$ cat src/rtl/seq_shifter.sv
// ---------------------------------------------------------------------------
// seq_shifter
//   Multi-cycle shifter. Accepts an operand, shift amount and mode over a
//   valid/ready handshake, shifts by up to STEP bits per clock, then holds
//   the result and carry-out until the consumer takes them.
//
//   Parameters
//     WIDTH  operand/result width (>= 2)
//     STEP   maximum bits shifted per clock (1..WIDTH)
//     AMT_W  shift-amount width, derived as $clog2(WIDTH)
//
//   Ports
//     clk        rising-edge clock
//     reset_n    asynchronous active-low reset
//     in_valid   request valid
//     in_ready   block can accept a request (IDLE only)
//     in_data    operand
//     in_amt     shift amount, values >= WIDTH clamp to WIDTH-1
//     in_mode    00 LSL, 01 LSR, 10 ASR, 11 ROR / pass-through
//     out_valid  result valid (DONE)
//     out_ready  consumer accepts the result
//     out_data   shifted result
//     out_carry  last bit shifted out (0 when amt==0)
//
//   Build option
//     SEQ_SHIFTER_ROR_EN  defined: mode 11 rotates right.
//                         undefined: mode 11 passes in_data through with
//                         amt forced to 0 and no rotate datapath.
// ---------------------------------------------------------------------------
module seq_shifter #(
    parameter int WIDTH = 16,
    parameter int STEP  = 1,
    localparam int AMT_W = $clog2(WIDTH)
) (
    input  logic             clk,
    input  logic             reset_n,
    input  logic             in_valid,
    output logic             in_ready,
    input  logic [WIDTH-1:0] in_data,
    input  logic [AMT_W-1:0] in_amt,
    input  logic [1:0]       in_mode,
    output logic             out_valid,
    input  logic             out_ready,
    output logic [WIDTH-1:0] out_data,
    output logic             out_carry
);

    localparam logic [1:0] ST_IDLE  = 2'd0;
    localparam logic [1:0] ST_SHIFT = 2'd1;
    localparam logic [1:0] ST_DONE  = 2'd2;

    localparam logic [1:0] MODE_LSL = 2'b00;
    localparam logic [1:0] MODE_LSR = 2'b01;
    localparam logic [1:0] MODE_ASR = 2'b10;
    localparam logic [1:0] MODE_ROR = 2'b11;

    // One extra bit so WIDTH and STEP are representable even when WIDTH is
    // an exact power of two.
    localparam logic [AMT_W:0]   WIDTH_L = (AMT_W+1)'(WIDTH);
    localparam logic [AMT_W:0]   STEP_L  = (AMT_W+1)'(STEP);
    localparam logic [AMT_W-1:0] AMT_MAX = AMT_W'(WIDTH - 1);

    logic [1:0]       state_q, state_d;
    logic [WIDTH-1:0] data_q,  data_d;
    logic [1:0]       mode_q,  mode_d;
    logic             sign_q,  sign_d;
    logic             carry_q, carry_d;
    logic [AMT_W-1:0] rem_q,   rem_d;

    logic [AMT_W-1:0] amt_eff;
    logic [AMT_W:0]   step_k;

    // Single-bit shift of d in mode m; returns {bit shifted out, new data}.
    // ASR fills with the sign captured at acceptance, not the current MSB.
    function automatic logic [WIDTH:0] shift1(
        input logic [WIDTH-1:0] d,
        input logic [1:0]       m,
        input logic             sign
    );
        logic [WIDTH:0] r;
        r = {1'b0, d};
        case (m)
            MODE_LSL: r = {d[WIDTH-1], d[WIDTH-2:0], 1'b0};
            MODE_LSR: r = {d[0], 1'b0, d[WIDTH-1:1]};
            MODE_ASR: r = {d[0], sign, d[WIDTH-1:1]};
`ifdef SEQ_SHIFTER_ROR_EN
            MODE_ROR: r = {d[0], d[0], d[WIDTH-1:1]};
`endif
            default:  r = {1'b0, d};
        endcase
        return r;
    endfunction

    // Effective amount: clamp to WIDTH-1; without the rotate option mode 11
    // degenerates to a zero-length pass-through.
    always_comb begin
        amt_eff = in_amt;
        if ({1'b0, in_amt} >= WIDTH_L) begin
            amt_eff = AMT_MAX;
        end
`ifndef SEQ_SHIFTER_ROR_EN
        if (in_mode == MODE_ROR) begin
            amt_eff = '0;
        end
`endif
    end

    // Bits to shift this clock: min(remaining, STEP).
    always_comb begin
        if ({1'b0, rem_q} > STEP_L) begin
            step_k = STEP_L;
        end else begin
            step_k = {1'b0, rem_q};
        end
    end

    always_comb begin
        logic [WIDTH:0]   r;
        logic [WIDTH-1:0] d;
        logic             c;

        state_d = state_q;
        data_d  = data_q;
        mode_d  = mode_q;
        sign_d  = sign_q;
        carry_d = carry_q;
        rem_d   = rem_q;
        r       = '0;
        d       = data_q;
        c       = carry_q;

        case (state_q)
            ST_IDLE: begin
                if (in_valid) begin
                    data_d  = in_data;
                    mode_d  = in_mode;
                    sign_d  = in_data[WIDTH-1];
                    carry_d = 1'b0;
                    rem_d   = amt_eff;
                    state_d = (amt_eff == '0) ? ST_DONE : ST_SHIFT;
                end
            end

            ST_SHIFT: begin
                // Chain of up to STEP single-bit stages; only the first
                // step_k are applied, so the result matches a 1-bit/clock
                // shifter regardless of STEP.
                for (int unsigned i = 0; i < STEP; i++) begin
                    if ((AMT_W+1)'(i) < step_k) begin
                        r = shift1(d, mode_q, sign_q);
                        d = r[WIDTH-1:0];
                        c = r[WIDTH];
                    end
                end
                data_d  = d;
                carry_d = c;
                rem_d   = rem_q - step_k[AMT_W-1:0];
                if ({1'b0, rem_q} == step_k) begin
                    state_d = ST_DONE;
                end
            end

            ST_DONE: begin
                if (out_ready) begin
                    state_d = ST_IDLE;
                end
            end

            default: state_d = ST_IDLE;
        endcase
    end

    always_ff @(posedge clk or negedge reset_n) begin
        if (!reset_n) begin
            state_q <= ST_IDLE;
            data_q  <= '0;
            mode_q  <= '0;
            sign_q  <= 1'b0;
            carry_q <= 1'b0;
            rem_q   <= '0;
        end else begin
            state_q <= state_d;
            data_q  <= data_d;
            mode_q  <= mode_d;
            sign_q  <= sign_d;
            carry_q <= carry_d;
            rem_q   <= rem_d;
        end
    end

    // Outputs are gated to DONE so no partial result is ever presented.
    assign in_ready  = (state_q == ST_IDLE);
    assign out_valid = (state_q == ST_DONE);
    assign out_data  = out_valid ? data_q : '0;
    assign out_carry = out_valid ? carry_q : 1'b0;

endmodule

$ cat config.mk
export PLATFORM = sky130hd
export DESIGN_NAME = seq_shifter
export DESIGN_NICKNAME = d
export VERILOG_FILES = /design/src/rtl/seq_shifter.sv
export SDC_FILE = /design/constraint.sdc
export NUM_CORES = 1
export LEC_CHECK = 0
export ABC_AREA = 1
export BUFFER_PORTS_ARGS = -buffer_cell sky130_fd_sc_hd__buf_2
export CORE_MARGIN = 5
export CORE_UTILIZATION = 57
export DETAILED_ROUTE_END_ITERATION = 10
export PLACE_DENSITY = 0.84
export SLEW_MARGIN = 20
export SYNTH_ARGS = -nofsm -noshare
export SYNTH_HDL_FRONTEND = slang
export SYNTH_SLANG_ARGS = --single-unit
$ cat constraint.sdc
create_clock -name clk -period 1.95 [get_ports clk]
set_input_delay 0.2925 -clock clk [delete_from_list [all_inputs] [get_ports clk]]
set_output_delay 0.2925 -clock clk [all_outputs]
set_load 0.005 [all_outputs]
## Word level (Yosys, flattened, before mapping)

Index checks and enable logic that the tools add are counted.

| word-level totals | value |
|---|---|
| output and inout bits | 19 |
| logic and storage cells | 47 |
| register bits | 26 |

| cells by class | value |
|---|---|
| muxes and demuxes | 18 |
| equality and inequality tests | 11 |
| reductions and logical operators | 9 |
| $add $sub $neg | 1 |
| magnitude comparators | 2 |

Operators with widths:

| cell | number |
|---|---|
| $pmux W17 S3 | 1 |
| $mux W16 | 3 |
| $pmux W16 S2 | 1 |
| $mux W4 | 3 |
| $mux W2 | 4 |
| $pmux W4 S2 | 1 |
| $eq A2 B2 Y1 const B | 3 |
| $ne A2 B2 Y1 const B | 3 |
| $pmux W2 S3 | 1 |
| $reduce_and A3 Y1 | 2 |
| $eq A4 B5 Y1 | 1 |
| $lt A1 B5 Y1 const A | 1 |
| $eq A2 B1 Y1 const B | 2 |
| $gt A4 B1 Y1 const B | 1 |
| $logic_not A2 Y1 | 2 |
| $logic_not A4 Y1 | 1 |
| $ne A4 B1 Y1 const B | 1 |
| $reduce_and A2 Y1 | 2 |
| $reduce_and A4 Y1 | 1 |
| $sub A4 B4 Y4 | 1 |
| $mux W1 | 3 |
| $ne A2 B1 Y1 const B | 1 |
| $pmux W1 S2 | 1 |
| $reduce_bool A2 Y1 | 1 |

## Depth between registers and ports, before layout

| depth | value |
|---|---|
| depth after elaboration | 6 |
| gate-level depth with buffers | 9 |
| mapped depth without buffers | 9 |

## Least setup slack after synthesis

OpenSTA, ideal clock, no wires.

| path | value |
|---|---|
| kind | flip-flop to output port |
| from | register state_q[0] |
| to | output out_data[10] |
| slack | 0.662 ns |
| arrival time | 0.996 ns |
| stages on the path, launching flop included | 5 |
| required time | 1.657 ns |
| path through | dfrtp_1 -> nor2_1 -> inv_2 -> buf_2 -> nor2_1 |

| on the way | value |
|---|---|
| word-level cells in the longest chain between the ends | 2 |

RTL lines:

| element | RTL line | text |
|---|---|---|
| from (decl) | 63 | `logic [1:0] state_q, state_d;` |
| from (signal assigned) | 182 | `state_q <= state_d;` |
| $eq A2 B2 Y1 | 193 | `assign out_valid = (state_q == ST_DONE);` |
| net out_valid | 42 | `output logic out_valid,` |
| $mux W16 | 194 | `assign out_data = out_valid ? data_q : '0;` |
| to (decl) | 44 | `output logic [WIDTH-1:0] out_data,` |

The timed path passes the listed nets, and every way through them passes these cells.

## Final worst setup path

| path | value |
|---|---|
| from | register state_q[1] |
| to | output out_data[14] |

| on the way | value |
|---|---|
| word-level cells in the longest chain between the ends | 2 |

RTL lines:

| element | RTL line |
|---|---|
| $eq A2 B2 Y1 | 193 |
| $mux W16 | 194 |

Every way passes these cells.

==> results.cfg <==
[floorplan]
start_util = 0.598
die_h_um = 66.8
die_width_um = 66.8
num_rows = 20
fp.dieArea_um2 = 4470
num_io_pins = 45
core_um2 = 3080

[worst_hold_path]
hold_start = in_mode[1]
hold_path_class = in -> reg

[synthesis]
seq_area_frac_synth = 0.354
yosysWarningCount = 0
syn_area_um2 = 1840
netlist_instances = 265
synth_top_area_share = 0.354
ys_ff_latch = 26
synthTopCellsByArea = dfrtp_1 35%, nand2_1 13%, nand3_1 13%
yosysUniqueCellTypes = 24
synth_nets = 292
yosysTopAreaCell = dfrtp_1
synth.avg_cell_area_um2 = 6.95

[setup_path]
reg2reg_from = state_q[0]
worstSetupStartpointType = flip-flop
worstPathRequired_ns = 1.66
end_kind = output port
cp.arrival_ns = 1.46
crit_start = state_q[1]
path_max_fanout = 17
worstSetupPathType = reg -> out

[sta]
post-route-min-period_ns = 1.76
setup_viol = 0
rsz0062_at_grt = no
finalSetupTns_ns = 0
fin_worst_skew_ns = 0.00676
fmax_ghz = 0.569
finalMaxSlewViolations = 0
layout_setup_ws_ns = 0.193
relSlewSlack = 0.600
hold_viol = 0
post-route-period-util = 0.901
tightest_slew_ns = 0.600

[place]
place_ws_ns = 0.446
io_buffers = 44
routabilityCongestion = 0.862
place_area_um2 = 2040
place_hpwl_um = 3010

[grt]
grt_max_degree = 27
antenna_found_initial = 0
grt-ovfl-total = 0
grt_pass1_vias = 1594
grtUsageTotal = 0.205
grt_pass1_wl_um = 7200

[clock_network]
cts-root-buf = clkbuf_4
clk_pin_slew_worst_paths_ns = 0.13
numCtsBuffers = 3
clock_path_buffers = 2
worstSkewPairLatency_ns = 0.32
cts_tree = done
cts_setup_buffers = 0
cts.sinks = 26
htreeDepth = 1

[layout]
fin_util = 0.672
final_area_um2 = 2070
antenna_cells = 0
final_nets = 332
layout-drive-gt1-share = 0.244
area_growth_pct = 12.4

[routing]
wl_per_cell_um = 12.3
via_per_inst = 5.24
drc = 0
dr.pass1.iters = 5
drtIter0Drc = 121
antenna_left = 0
via_count = 1818
finalWirelength_um = 4260

[power]
powerDensity_nw_per_um2 = 1570
leakage_nw = 1.15
power_mw = 3.25
max-vdd-ir-drop_uv = 893

[job]
cap_violations = 0

[status]
status = complete, no violations
==> cells in the mapped netlist <==
master and count:
nand2_2 6, o21ai_1 1, or2_0 2, buf_2 5
nor2_2 1, or2_2 2, nor2_1 26, dfrtp_1 26
ha_1 1, nand3_2 7, nand2_1 66, buf_12 1
buf_4 3, o21ai_0 8, or2_1 9, nand3_1 48
inv_2 5, buf_6 2, nor2_4 2, a21oi_1 15
o21bai_1 1, inv_1 25, nand2_8 2, clkbuf_1 1
==> layer usage <==
metal	routed length [um]	GRT usage	up-vias
li1	-	-	921
met1	2000	0.290	825
met2	1950	0.330	68
met3	276	0.0219	4
met4	33	0.0558	0
met5	0	0	-
==> flip-flops by register name (all words and copies together), names as in the netlist <==
register,cells
carry_q,1
state_q,2
mode_q,2
sign_q,1
data_q,16
rem_q,4
==> through the flow <==
step,cells,hold slack [ns]
after floorplan,265,-0.00309
after global placement,343,0.333
after detailed placement,343,0.332
after CTS,347,0.173
after global routing,347,0.164
final,347,0.180
==> what timing repair did <==
item | in CTS | in global routing
endpoints found under the hold margin | 26 | 0
gates resized for setup | 0 | 0
setup endpoints to repair | 0 | 0
hold buffers | 1 | 0
==> cell usage in the layout (no fill, tap or decap), drive strengths merged <==
master,netlist,final
nand2,74,74
nand3,55,55
buf,11,46
inv,30,30
nor2,29,29
dfrtp,26,26
a21oi,15,15
or2,13,13
o21ai,9,9
clkbuf,1,3
o21bai,1,1
ha,1,1
dlygate4sd3,0,1
==> path summary, 6_finish.rpt <==
| kind | cells past startpoint | end | slack (ns) |
|---|---|---|---|
| setup / recovery | 5 | out_data[14] | 0.19 |
| hold / removal | 3 | mode_q[1] | 0.18 |
| setup reg to reg | 5 | rem_q[3] | 0.40 |
| hold reg to reg | 2 | sign_q | 0.51 |
| max in group asynchronous | 2 | data_q[9] | 1.06 |
| min in group asynchronous | 2 | data_q[15] | 0.50 |
==> critical path, stage by stage, from the launching register on <==
cell	delay, ns
dfrtp_1	0.43
inv_2	0.06
nor2_1	0.19
inv_2	0.18
nor2_1	0.15
buf_2	0.13
==> layout make-up <==
cell class | instances | area, um^2
Clock buffer | 3 | 22.5
Fill cell | 283 | 1010
Inverter | 30 | 113
Multi-Input combinational cell | 197 | 983
Sequential cell | 26 | 651
Tap cell | 44 | 55.1
Timing Repair Buffer | 47 | 245
==> power breakdown <==
group	internal [mW]	switching, mW
clock network	0.0723	0.154
registers	0.806	0.267
logic	0.695	1.26
==> cell families (layout without fill, tap and decap cells) <==
family	after synthesis	count (layout)	share of synthesized area
DFF	26	26	0.353
AOI/OAI and AO/OA	25	25	0.0693
adders and majority gates	1	1	0.00680
buffers and inverters	42	80	0.112
and+or+nand+nor	171	171	0.458
No activity file was read; power rests on OpenSTA's default activity.
